File: src/rtl/serial_adder.sv
// Bit-serial adder: one full-adder cell and a carry flop process one operand
// bit per clock, LSB first; the WIDTH-bit sum and carry-out are registered.
module serial_adder #(
    parameter int unsigned WIDTH = 8
) (
    input  logic             clk,
    input  logic             rst_n,
    input  logic             start,
    input  logic [WIDTH-1:0] a,
    input  logic [WIDTH-1:0] b,
    output logic             busy,
    output logic             done,
    output logic [WIDTH-1:0] S,
    output logic             C
);

    localparam int unsigned CNT_W = (WIDTH > 1) ? $clog2(WIDTH) : 1;

    typedef enum logic [1:0] {
        IDLE = 2'd0,
        ADD  = 2'd1,
        DONE = 2'd2
    } state_t;

    state_t             state_q;
    state_t             state_d;
    logic               busy_d;
    logic               done_d;

    // a_sh doubles as the result register: sum bits enter at the MSB as
    // operand bits leave at the LSB, so after WIDTH shifts it holds the sum.
    logic [WIDTH-1:0]   a_sh;
    logic [WIDTH-1:0]   b_sh;
    logic               carry_q;
    logic [CNT_W-1:0]   cnt_q;

    logic               sum_bit_c;
    logic               carry_c;
    logic               last_bit_c;

    // Full-adder cell on the current LSBs
    assign sum_bit_c  = a_sh[0] ^ b_sh[0] ^ carry_q;
    assign carry_c    = (a_sh[0] & b_sh[0]) | (a_sh[0] & carry_q) | (b_sh[0] & carry_q);
    assign last_bit_c = (cnt_q == CNT_W'(WIDTH - 1));

    // State and registered status flags
    always_ff @(posedge clk or negedge rst_n) begin
        if (!rst_n) begin
            state_q <= IDLE;
            busy    <= 1'b0;
            done    <= 1'b0;
        end else begin
            state_q <= state_d;
            busy    <= busy_d;
            done    <= done_d;
        end
    end

    // Next state; busy/done are decoded from the state being entered
    always_comb begin
        state_d = state_q;
        busy_d  = 1'b0;
        done_d  = 1'b0;
        case (state_q)
            IDLE: begin
                if (start) begin
                    state_d = ADD;
                    busy_d  = 1'b1;
                end
            end
            ADD: begin
                if (last_bit_c) begin
                    state_d = DONE;
                    done_d  = 1'b1;
                end else begin
                    busy_d  = 1'b1;
                end
            end
            DONE: begin
                state_d = IDLE;
            end
            default: begin
                state_d = IDLE;
            end
        endcase
    end

    // Operand shift registers, carry, bit counter and result outputs
    always_ff @(posedge clk or negedge rst_n) begin
        if (!rst_n) begin
            a_sh    <= '0;
            b_sh    <= '0;
            carry_q <= 1'b0;
            cnt_q   <= '0;
            S       <= '0;
            C       <= 1'b0;
        end else begin
            case (state_q)
                IDLE: begin
                    if (start) begin
                        a_sh    <= a;
                        b_sh    <= b;
                        carry_q <= 1'b0;
                        cnt_q   <= '0;
                    end
                end
                ADD: begin
                    a_sh    <= {sum_bit_c, a_sh[WIDTH-1:1]};
                    b_sh    <= {1'b0, b_sh[WIDTH-1:1]};
                    carry_q <= carry_c;
                    cnt_q   <= cnt_q + CNT_W'(1);
                    if (last_bit_c) begin
                        S <= {sum_bit_c, a_sh[WIDTH-1:1]};
                        C <= carry_c;
                    end
                end
                default: begin
                end
            endcase
        end
    end

endmodule

File: config.mk
export PLATFORM = sky130hd
export DESIGN_NAME = serial_adder
export DESIGN_NICKNAME = d
export VERILOG_FILES = /design/src/rtl/serial_adder.sv
export SDC_FILE = /design/constraint.sdc
export NUM_CORES = 1
export LEC_CHECK = 0
export CORE_MARGIN = 4
export CORE_UTILIZATION = 35
export DETAILED_ROUTE_END_ITERATION = 7
export GPL_TIMING_DRIVEN = 0
export PLACE_DENSITY = 0.63
export SLEW_MARGIN = 20
export SYNTH_ARGS = -nofsm -noshare
export SYNTH_HDL_FRONTEND = slang
export SYNTH_SLANG_ARGS = --single-unit
File: constraint.sdc
create_clock -name clk -period 2.9 [get_ports clk]
set_clock_uncertainty 0.15 [all_clocks]
set_input_delay 0.435 -clock clk [delete_from_list [all_inputs] [get_ports clk]]
set_output_delay 0.435 -clock clk [all_outputs]
set_load 0.05 [all_outputs]
==> flow_summary.toml <==
[logic_synthesis]
synthSimpleGateAreaFrac_pct = 7.32
synth_area_per_cell_um2 = 12.4
yosysTopAreaCell = "dfrtp_1"
synthTopCellsByArea = "dfrtp_1 (58%), a222oi_1 (10%), inv_1 (5.0%)"
syn_inst = 116
synth_top_family_by_area = "compound AO/OA/AOI/OAI gates"
synth.distinct_cells = 21
ys_ff_latch = 33
synthMuxAreaShare_pct = 7.85
synthXorXnorAreaFrac_pct = 0
syn_area_um2 = 1440
synth_nets = 138
synth_fa_ha_area_share_pct = 3.14
synth_top_area_share_pct = 57.5
synth-compound-area-share_pct = 15.1
ys_warn_count = 0
ys_seq_area_share_pct = 57.5

[global_routing]
antenna_found_initial = 0
overflow = 0
grt_max_degree = 28
grt_pass1_vias = 1100
track_usage_pct = 13.5
grt_pass1_wl_um = 5330

[placement]
place_ws_ns = 0.855
dpl.hpwl_um = 2140
port_buffers = 29
gp_congestion = 0.755
numPlacedInstances = 196
place_area_um2 = 1800

[pwr]
swShare_pct = 40.0
powerDensity_nw_per_um2 = 1150
ir_drop_v = 0.000294
intPower_mw = 1.31
clockPowerShare_pct = 16.0
seqPwrFrac_pct = 36.1
leakagePower_nw = 0.891
power_switching_mw = 0.869
pwr-share-comb_pct = 48.0

[critical_path]
crit_chain = "clkdlybuf4s50_1"
criticalPathCategory = "register to output port"
cp_max_fo = 2
worstSetupStartpointType = "register"
slowest_stage = "clkdlybuf4s50_1"
worstPathArrival_ns = 1.45
cp-end-kind = "output port"
cp.required_ns = 2.32
crit_family = "buffers and inverters"
cpPeakStageDelay_ns = 0.80
path_buf_inv = 1

[clocking]
insertion_delay_ns = 0.29
path_clk_slew_ns = 0.07
cts-resized-gates = 0
cts_buffer_depth = 2
cts_sinks = 33
postCtsSetupRepairBufs = 0
htree_levels = 2
cts-root-buf = "clkbuf_8"
cts_hold_buffers = 1
cts_made_buffers = 5
cts_tree = "built"

[layout]
fin_cells = 205
final_cell_area_um2 = 1900
fin_nets = 176
final_layout_size_suffix_gt1_share_pct = 16.8
syn_to_final_growth_pct = 32.3
antenna_cells = 0
multi_input_area_um2 = 479
register_area_um2 = 826
fillCellCount = 366

[floorplan]
rows = 23
initial_core_util_pct = 36.1
fp.dieH_um = 72.0
io_pins = 30
dieArea_um2 = 5190
dieWidth_um = 72.0
core_region_area_um2 = 3970

[sta]
tns_ns = 0
holdWs_ns = 0.335
max_freq_ghz = 0.493
rsz0062_at_grt = "no"
finalMaxSlewViolations = 0
layout_setup_ws_ns = 0.870
hold_viol_final = 0
period_share_pct = 70.0
final-setup-viol-count = 0
worst_pin_slew_ns = 0.496
post-route-min-period_ns = 2.03
slew_headroom_pct = 66.8

[status]
status = "complete, no violations"

[worst_hold_path]
hold_class = "register to register"

[route]
totalWireLength_um = 3080
dr.pass1.iters = 4
post_drt_wl_per_cell_um = 15.0
ant_nets = 0
drtIter0Drc = 97
vias_per_cell = 5.03
via_count = 1031
route.detailed.drc = 0

[flow_run]
cap_violations = 0
-- final timing paths --
path	to	slack (ns)	from	cells past startpoint
max	S[3]	0.87	S[3]	1
min in group asynchronous	S[1]	0.36	rst_n	2
max reg2reg	S[1]	1.14	cnt_q[0]	5
max in group asynchronous	b_sh[6]	1.85	rst_n	3
min reg2reg	S[3]	0.33	a_sh[4]	1
min	S[3]	0.33	a_sh[4]	1
-- cells in the final DEF, fill, tap and decap left out, drive strengths merged --
cell type / count
a222oi: 15
a22o: 3
buf: 10
clkbuf: 5
clkdlybuf4s50: 28
clkinv: 2
clkinvlp: 1
dfrtp: 33
dlygate4sd3: 1
fa: 1
ha: 2
inv: 19
mux2: 10
nand2: 1
nand3b: 1
nand4bb: 1
nor2: 15
nor2b: 3
o21ba: 2
o21bai: 1
o311ai: 1
-- flip-flops by register name, indices dropped and copies added, names as in the netlist --
register / count
C: 1
S: 8
a_sh: 8
b_sh: 8
busy: 1
carry_q: 1
cnt_q: 3
done: 1
state_q: 2
-- cell usage after synthesis --
cell / number
inv_1: 19
nor2_1: 15
nor2b_4: 1
o21ba_2: 2
buf_2: 5
nor2b_1: 2
buf_8: 1
nand3b_1: 1
nand2_1: 1
ha_1: 2
a22o_1: 3
dfrtp_1: 33
a222oi_1: 15
nand4bb_1: 1
buf_4: 1
o311ai_0: 1
o21bai_2: 1
fa_1: 1
mux2_1: 6
buf_6: 1
mux2_2: 4
-- stage by stage --
step	power, mW	util, %
6_report	2.17	47.8
5_1_grt	2.33	47.8
4_1_cts	2.19	47.8
3_5_place_dp	1.85	45.4
3_3_place_gp	1.81	45.0
2_1_floorplan	1.53	-
-- cells by family after synthesis --
family / after synthesis
buffers and inverters: 27
AND/OR/NAND/NOR: 21
AO/OA/AOI/OAI: 22
adder cells (fa/ha/maj): 3
multiplexers: 10
flip-flops: 33
-- cell type report --
type,instances,area share [%]
buffer,8,3.10
multi-input combinational,56,25.2
clock inverter,3,0.922
inverter,19,3.75
tap,50,3.29
sequential,33,43.5
clock buffer,5,3.62
timing repair buffer,31,16.6
-- power by group through the flow --
| stage | clock network, mW | registers, mW | logic, mW |
|---|---|---|---|
| after floorplan | 0 | 1.03 | 0.502 |
| after global placement | 0 | 0.786 | 1.03 |
| after detailed placement | 0 | 0.798 | 1.05 |
| after CTS | 0.351 | 0.788 | 1.06 |
| after global routing | 0.376 | 0.814 | 1.14 |
| final | 0.347 | 0.784 | 1.04 |
-- metal layers --
| layer | track usage, % | up-vias | wire [µm] |
|---|---|---|---|
| li1 | - | 490 | - |
| met1 | 17.2 | 498 | 1430 |
| met2 | 20.4 | 39 | 1390 |
| met3 | 4.99 | 4 | 222 |
| met4 | 6.26 | 0 | 34 |
| met5 | 0 | - | 0 |
No activity file was read; power rests on OpenSTA's default activity.
==> RTL edit 1 (same flow settings) <==
`WIDTH`: 8 -> 16.
--- a/src/rtl/serial_adder.sv
+++ b/src/rtl/serial_adder.sv
@@ -2,5 +2,5 @@
 // bit per clock, LSB first; the WIDTH-bit sum and carry-out are registered.
 module serial_adder #(
-    parameter int unsigned WIDTH = 8
+    parameter int unsigned WIDTH = 16
 ) (
     input  logic             clk,
Ports: changed (resized S, a and b); port bits go from 30 to 54. No check against the original RTL was run, so the function may have changed too.
==> RTL edit 1 against the unedited design <==
- synthesized area grew 85%
- non-clock buffer count grew 34
- sequential cell count grew 25
- global-route usage grew 0.76 points
- worst hold slack gained 1.8 ps
- cell area grew 86%
- routed wire length grew 94%
- first-iteration DRC count shrank 8.2%
- maximum frequency shrank 3.1%
- total power grew 77%
- die area grew 74%
- worst setup slack lost 65 ps
==> RTL edit 1: results (changes against the unedited design) <==
| Metric | Value |
|---|---|
| Worst slew margin | 65.78% (-1.0 points) |
| Total GRT Usage | 14.27% (+0.76 points) |
| Vias in the first global route | 1,941 (+76%) |
| DRT Pass-1 Iters | 4 (unchanged) |
| DP Wirelength | 4122 um (+92%) |
| Fin nets | 333 (+89%) |
| Clock tree buffer depth | 2 (unchanged) |
| Worst hold start | b_sh[7] |
| Layout area overhead | 33.40% |
| Peak supply drop | 411.0 uV (+40%) |
| Final Wtd Congestion | 0.7564 (+0.19%) |
| Worst hold path endpoint | b_sh[7] |
| Largest net degree at the start of global routing | 42 (+50%) |
| Vias | 1,982 (+92%) |
| Top cells by instance count after synthesis | 58 x dfrtp_1, 32 x o21ai_0, 31 x a22oi_1 |
| Num CTS Buffers | 9 (+4) |
| Crit path DAT | 1510 ps (+60 ps) |
| Initial DRC Count | 89 (-8.2%) |
| WL per Instance | 14.91 um (-0.83%) |
| Max incr delay on CP | 820 ps (+20 ps) |
| First-pass GRT wire length | 9860 um (+85%) |
| Metal3 WL | 380 um (+71%) |
| Status | complete, no violations |
| Routed met2 length | 2648 um (+90%) |
| Leak | 1.479 nW (+66%) |
| Die area | 9035 sq um (+74%) |
| Synth warn | 0 (unchanged) |
| Antenna violations before repair | 0 (unchanged) |
| Hold Crit Depth | 2 (+1) |
| H-tree depth | 3 (+1) |
| Number of distinct library cells after synthesis | 29 (+38%) |
| Synth area leaders | dfrtp_1 55%, a22oi_1 8.8%, o21ai_0 6.0% |
| Seq/Total Area, Yosys | 54.72% (-2.8 points) |
| Wire length on met1 | 2892 um (+100%) |
| Clock latency on the worst-skew pair | 330 ps (+40 ps) |
| RR Endpoint | S[9] |
| Adder-cell share of the synthesized area | 1.226% (-1.9 points) |
| Post-synthesis compound-gate area fraction | 21.08% (+6.0 points) |
| Largest regs | S x16, a_sh x16, b_sh x16 |
-- RTL edit 1: changes by cell type in the layout (fill, tap and decap cells not counted), sizes merged, moves of 13 or more --
cell           unedited run  this run
inv                      19         1
a222oi                   15         0
nand2                     1        14
clkdlybuf4s50            28        52
o21ai                     0        32
dfrtp                    33        58
a21oi                     0        19
a22oi                     0        31
nor2b                     3        19
-- RTL edit 1: timing repair --
item	CTS	global route
hold endpoints to repair	17	0
hold buffers	1	0
endpoints found under the setup margin	0	0
buffers inserted	0	0
gates resized for setup	0	0
-- RTL edit 1: cell type report --
cell class / count / area [sq um]
multi-input cells: 153 / 1094
clock inverters: 5 / 52.55
fillers: 716 / 3754
inverters: 1 / 3.754
repair buffers: 55 / 558.0
well taps: 99 / 123.9
clock buffers: 11 / 151.4
plain buffers: 18 / 103.9
flip-flops and latches: 58 / 1451
-- RTL edit 1: per-stage QoR --
| stage | std cells | setup slack (ps) | cell area [sq um] | utilization [%] |
|---|---|---|---|---|
| detailed placement | 383 | 620.8 | 3324 | 45.59 |
| floorplan | 230 | 1271 | 2653 | - |
| global route | 400 | 742.9 | 3538 | 48.52 |
| CTS | 400 | 774.8 | 3538 | 48.52 |
| finish | 400 | 805.1 | 3538 | 48.52 |
| global placement | 382 | -659.3 | 3307 | 45.35 |
-- RTL edit 1: cell families (layout without fill, tap and decap cells) --
family	count (synthesis)	count (layout)
mux	18	18
compound gates	90	90
buf+inv	19	90
flops	58	58
fa+ha+maj	2	2
simple gates	43	43
-- RTL edit 1: worst max-delay path by stage --
| stage | start | endpoint | slack (ps) | cells after the start |
|---|---|---|---|---|
| finish | C | C | 810 | 1 |
| global route | S[10] | S[10] | 740 | 1 |
| detailed placement | start | cnt_q[2] | 620 | 5 |
| floorplan | cnt_q[0] | S[10] | 1270 | 5 |
| global placement | rst_n | S[3] | -660 | 1 |
| CTS | C | C | 770 | 1 |
-- RTL edit 1: power breakdown --
part / internal [mW] / switching, mW / leakage [nW] / total (mW)
clock: 0.439 / 0.325 / 0.105 / 0.764
sequential: 1.15 / 0.255 / 0.742 / 1.41
combinational: 0.728 / 0.951 / 0.632 / 1.68
total: 2.32 / 1.53 / 1.48 / 3.85
-- RTL edit 1: layer usage --
| metal | track usage (%) | vias to the layer above |
|---|---|---|
| met5 | 0 | - |
| met4 | 4.327 | 0 |
| met3 | 5.130 | 4 |
| met2 | 20.67 | 50 |
| met1 | 19.99 | 960 |
| li1 | - | 968 |
==> RTL edit 2 (same flow settings) <==
Without the edit above. Add an input register stage for `b`, without a reset; this delays it by one clock. The other inputs are not delayed to match.
--- a/src/rtl/serial_adder.sv
+++ b/src/rtl/serial_adder.sv
@@ -22,4 +22,10 @@
         DONE = 2'd2
     } state_t;
+
+    logic [WIDTH-1:0] b_q;
+
+    always_ff @(posedge clk) begin
+        b_q <= b;
+    end
 
     state_t             state_q;
@@ -100,5 +106,5 @@
                     if (start) begin
                         a_sh    <= a;
-                        b_sh    <= b;
+                        b_sh    <= b_q;
                         carry_q <= 1'b0;
                         cnt_q   <= '0;
Check against the original RTL: not equivalent (Yosys sat finds a counterexample within 10 cycles, from zero or initial values and one cycle with rst_n low).
==> RTL edit 2 against the unedited design <==
- clock power increased by 34%
- worst setup slack improved by 4.3 ps
- critical path depth unchanged
- highest routed layer unchanged
- routed wire length decreased by 3.1%
- sequential cell count increased by 8
- total power increased by 10%
- via count increased by 0.97%
- cell area increased by 8.6%
- synthesized area increased by 11%
- register-to-register slack got worse by 30 ps
==> RTL edit 2: results (changes against the unedited design) <==
| Metric | Value |
|---|---|
| Clock latency on the worst-skew pair | 290 ps (about the same) |
| Vias | 1,041 (+0.97%) |
| Synth area leaders | dfrtp_1 52%, dfxtp_1 10%, a222oi_1 9.4% |
| First-pass GRT wire length | 5043 um (-5.4%) |
| Top cells by instance count after synthesis | 33 x dfrtp_1, 19 x inv_1, 15 x a222oi_1, 15 x nor2_1, 8 x dfxtp_1 |
| Final wirelength | 2987 um (-3.1%) |
| DP Wirelength | 2051 um (-4.2%) |
| Seq/Total Area, Yosys | 61.80% (+4.3 points) |
| Mux contribution to synthesized area | 7.059% (-0.79 points) |
| Dpl cell area | 1946 sq um (+7.9%) |
| Placed cells | 205 (+4.6%) |
| Initial DRC Count | 108 (+11%) |
| Status | complete, no violations |
| Worst Tran Pin Value | 715.5 ps (+219.0 ps) |
| Final Wtd Congestion | 0.7275 (-3.6%) |
| Via density | 4.887 (-2.8%) |
| Gate Count Post-Synth | 124 (+6.9%) |
| Place WS | 854.1 ps (-1.061 ps) |
| Adder-cell share of the synthesized area | 2.824% (-0.32 points) |
| Max incr delay on CP | 800 ps (about the same) |
| Vias in the first global route | 1,091 (-0.82%) |
| Syn nets | 146 (+5.8%) |
| Post-synthesis compound-gate area fraction | 13.57% (-1.5 points) |
| Share of cells above drive strength 1 | 14.91% (-1.9 points) |
| Total GRT Usage | 12.10% (-1.4 points) |
| Leak | 0.9592 nW (+7.7%) |
| Number of distinct library cells after synthesis | 22 (+4.8%) |
| Peak supply drop | 321.5 uV (+9.3%) |
| Fill cells | 407 (+11%) |
| Worst hold path type | in2async |
[RTL edit 2: cell families (layout without fill, tap and decap cells)]
| logic type | count (synthesis) | after routing |
|---|---|---|
| flops | 41 | 41 |
| buf+inv | 27 | 64 |
| compound gates | 22 | 22 |
| simple gates | 21 | 21 |
| mux | 10 | 10 |
| fa+ha+maj | 3 | 3 |
[RTL edit 2: metal layers]
| metal | GRT usage, % | vias up | routed length (um) |
|---|---|---|---|
| li1 | - | 507 | - |
| met2 | 19.27 | 35 | 1393 |
| met4 | 4.078 | 0 | 18 |
| met3 | 5.013 | 2 | 233 |
| met5 | 0 | - | 0 |
| met1 | 14.87 | 497 | 1342 |
[RTL edit 2: final cells by class]
type / count / area, sq um / area share, %
Sequential cell: 41 / 985.9 / 47.82
Multi-Input combinational cell: 56 / 479.2 / 23.24
Timing Repair Buffer: 29 / 285.3 / 13.83
Clock buffer: 7 / 86.33 / 4.187
Inverter: 19 / 71.32 / 3.459
Tap cell: 52 / 65.06 / 3.155
Buffer: 8 / 58.81 / 2.852
Clock inverter: 1 / 30.03 / 1.456
[RTL edit 2: power breakdown]
group | total, mW | switching, mW | internal [mW]
registers | 0.899 | 0.105 | 0.793
logic | 1.03 | 0.575 | 0.458
clock network | 0.465 | 0.184 | 0.280
[RTL edit 2: worst paths after layout]
check / start / cells after the start / endpoint / slack, ps
min reg2reg: b_q[4] / 2 / b_sh[4] / 330
min in group clk: b_q[4] / 2 / b_sh[4] / 330
max: S[1] / 1 / S[1] / 870
min: rst_n / 1 / S[2] / 40
max in group asynchronous: rst_n / 1 / b_sh[2] / 2090
max reg2reg: cnt_q[0] / 5 / S[1] / 1110
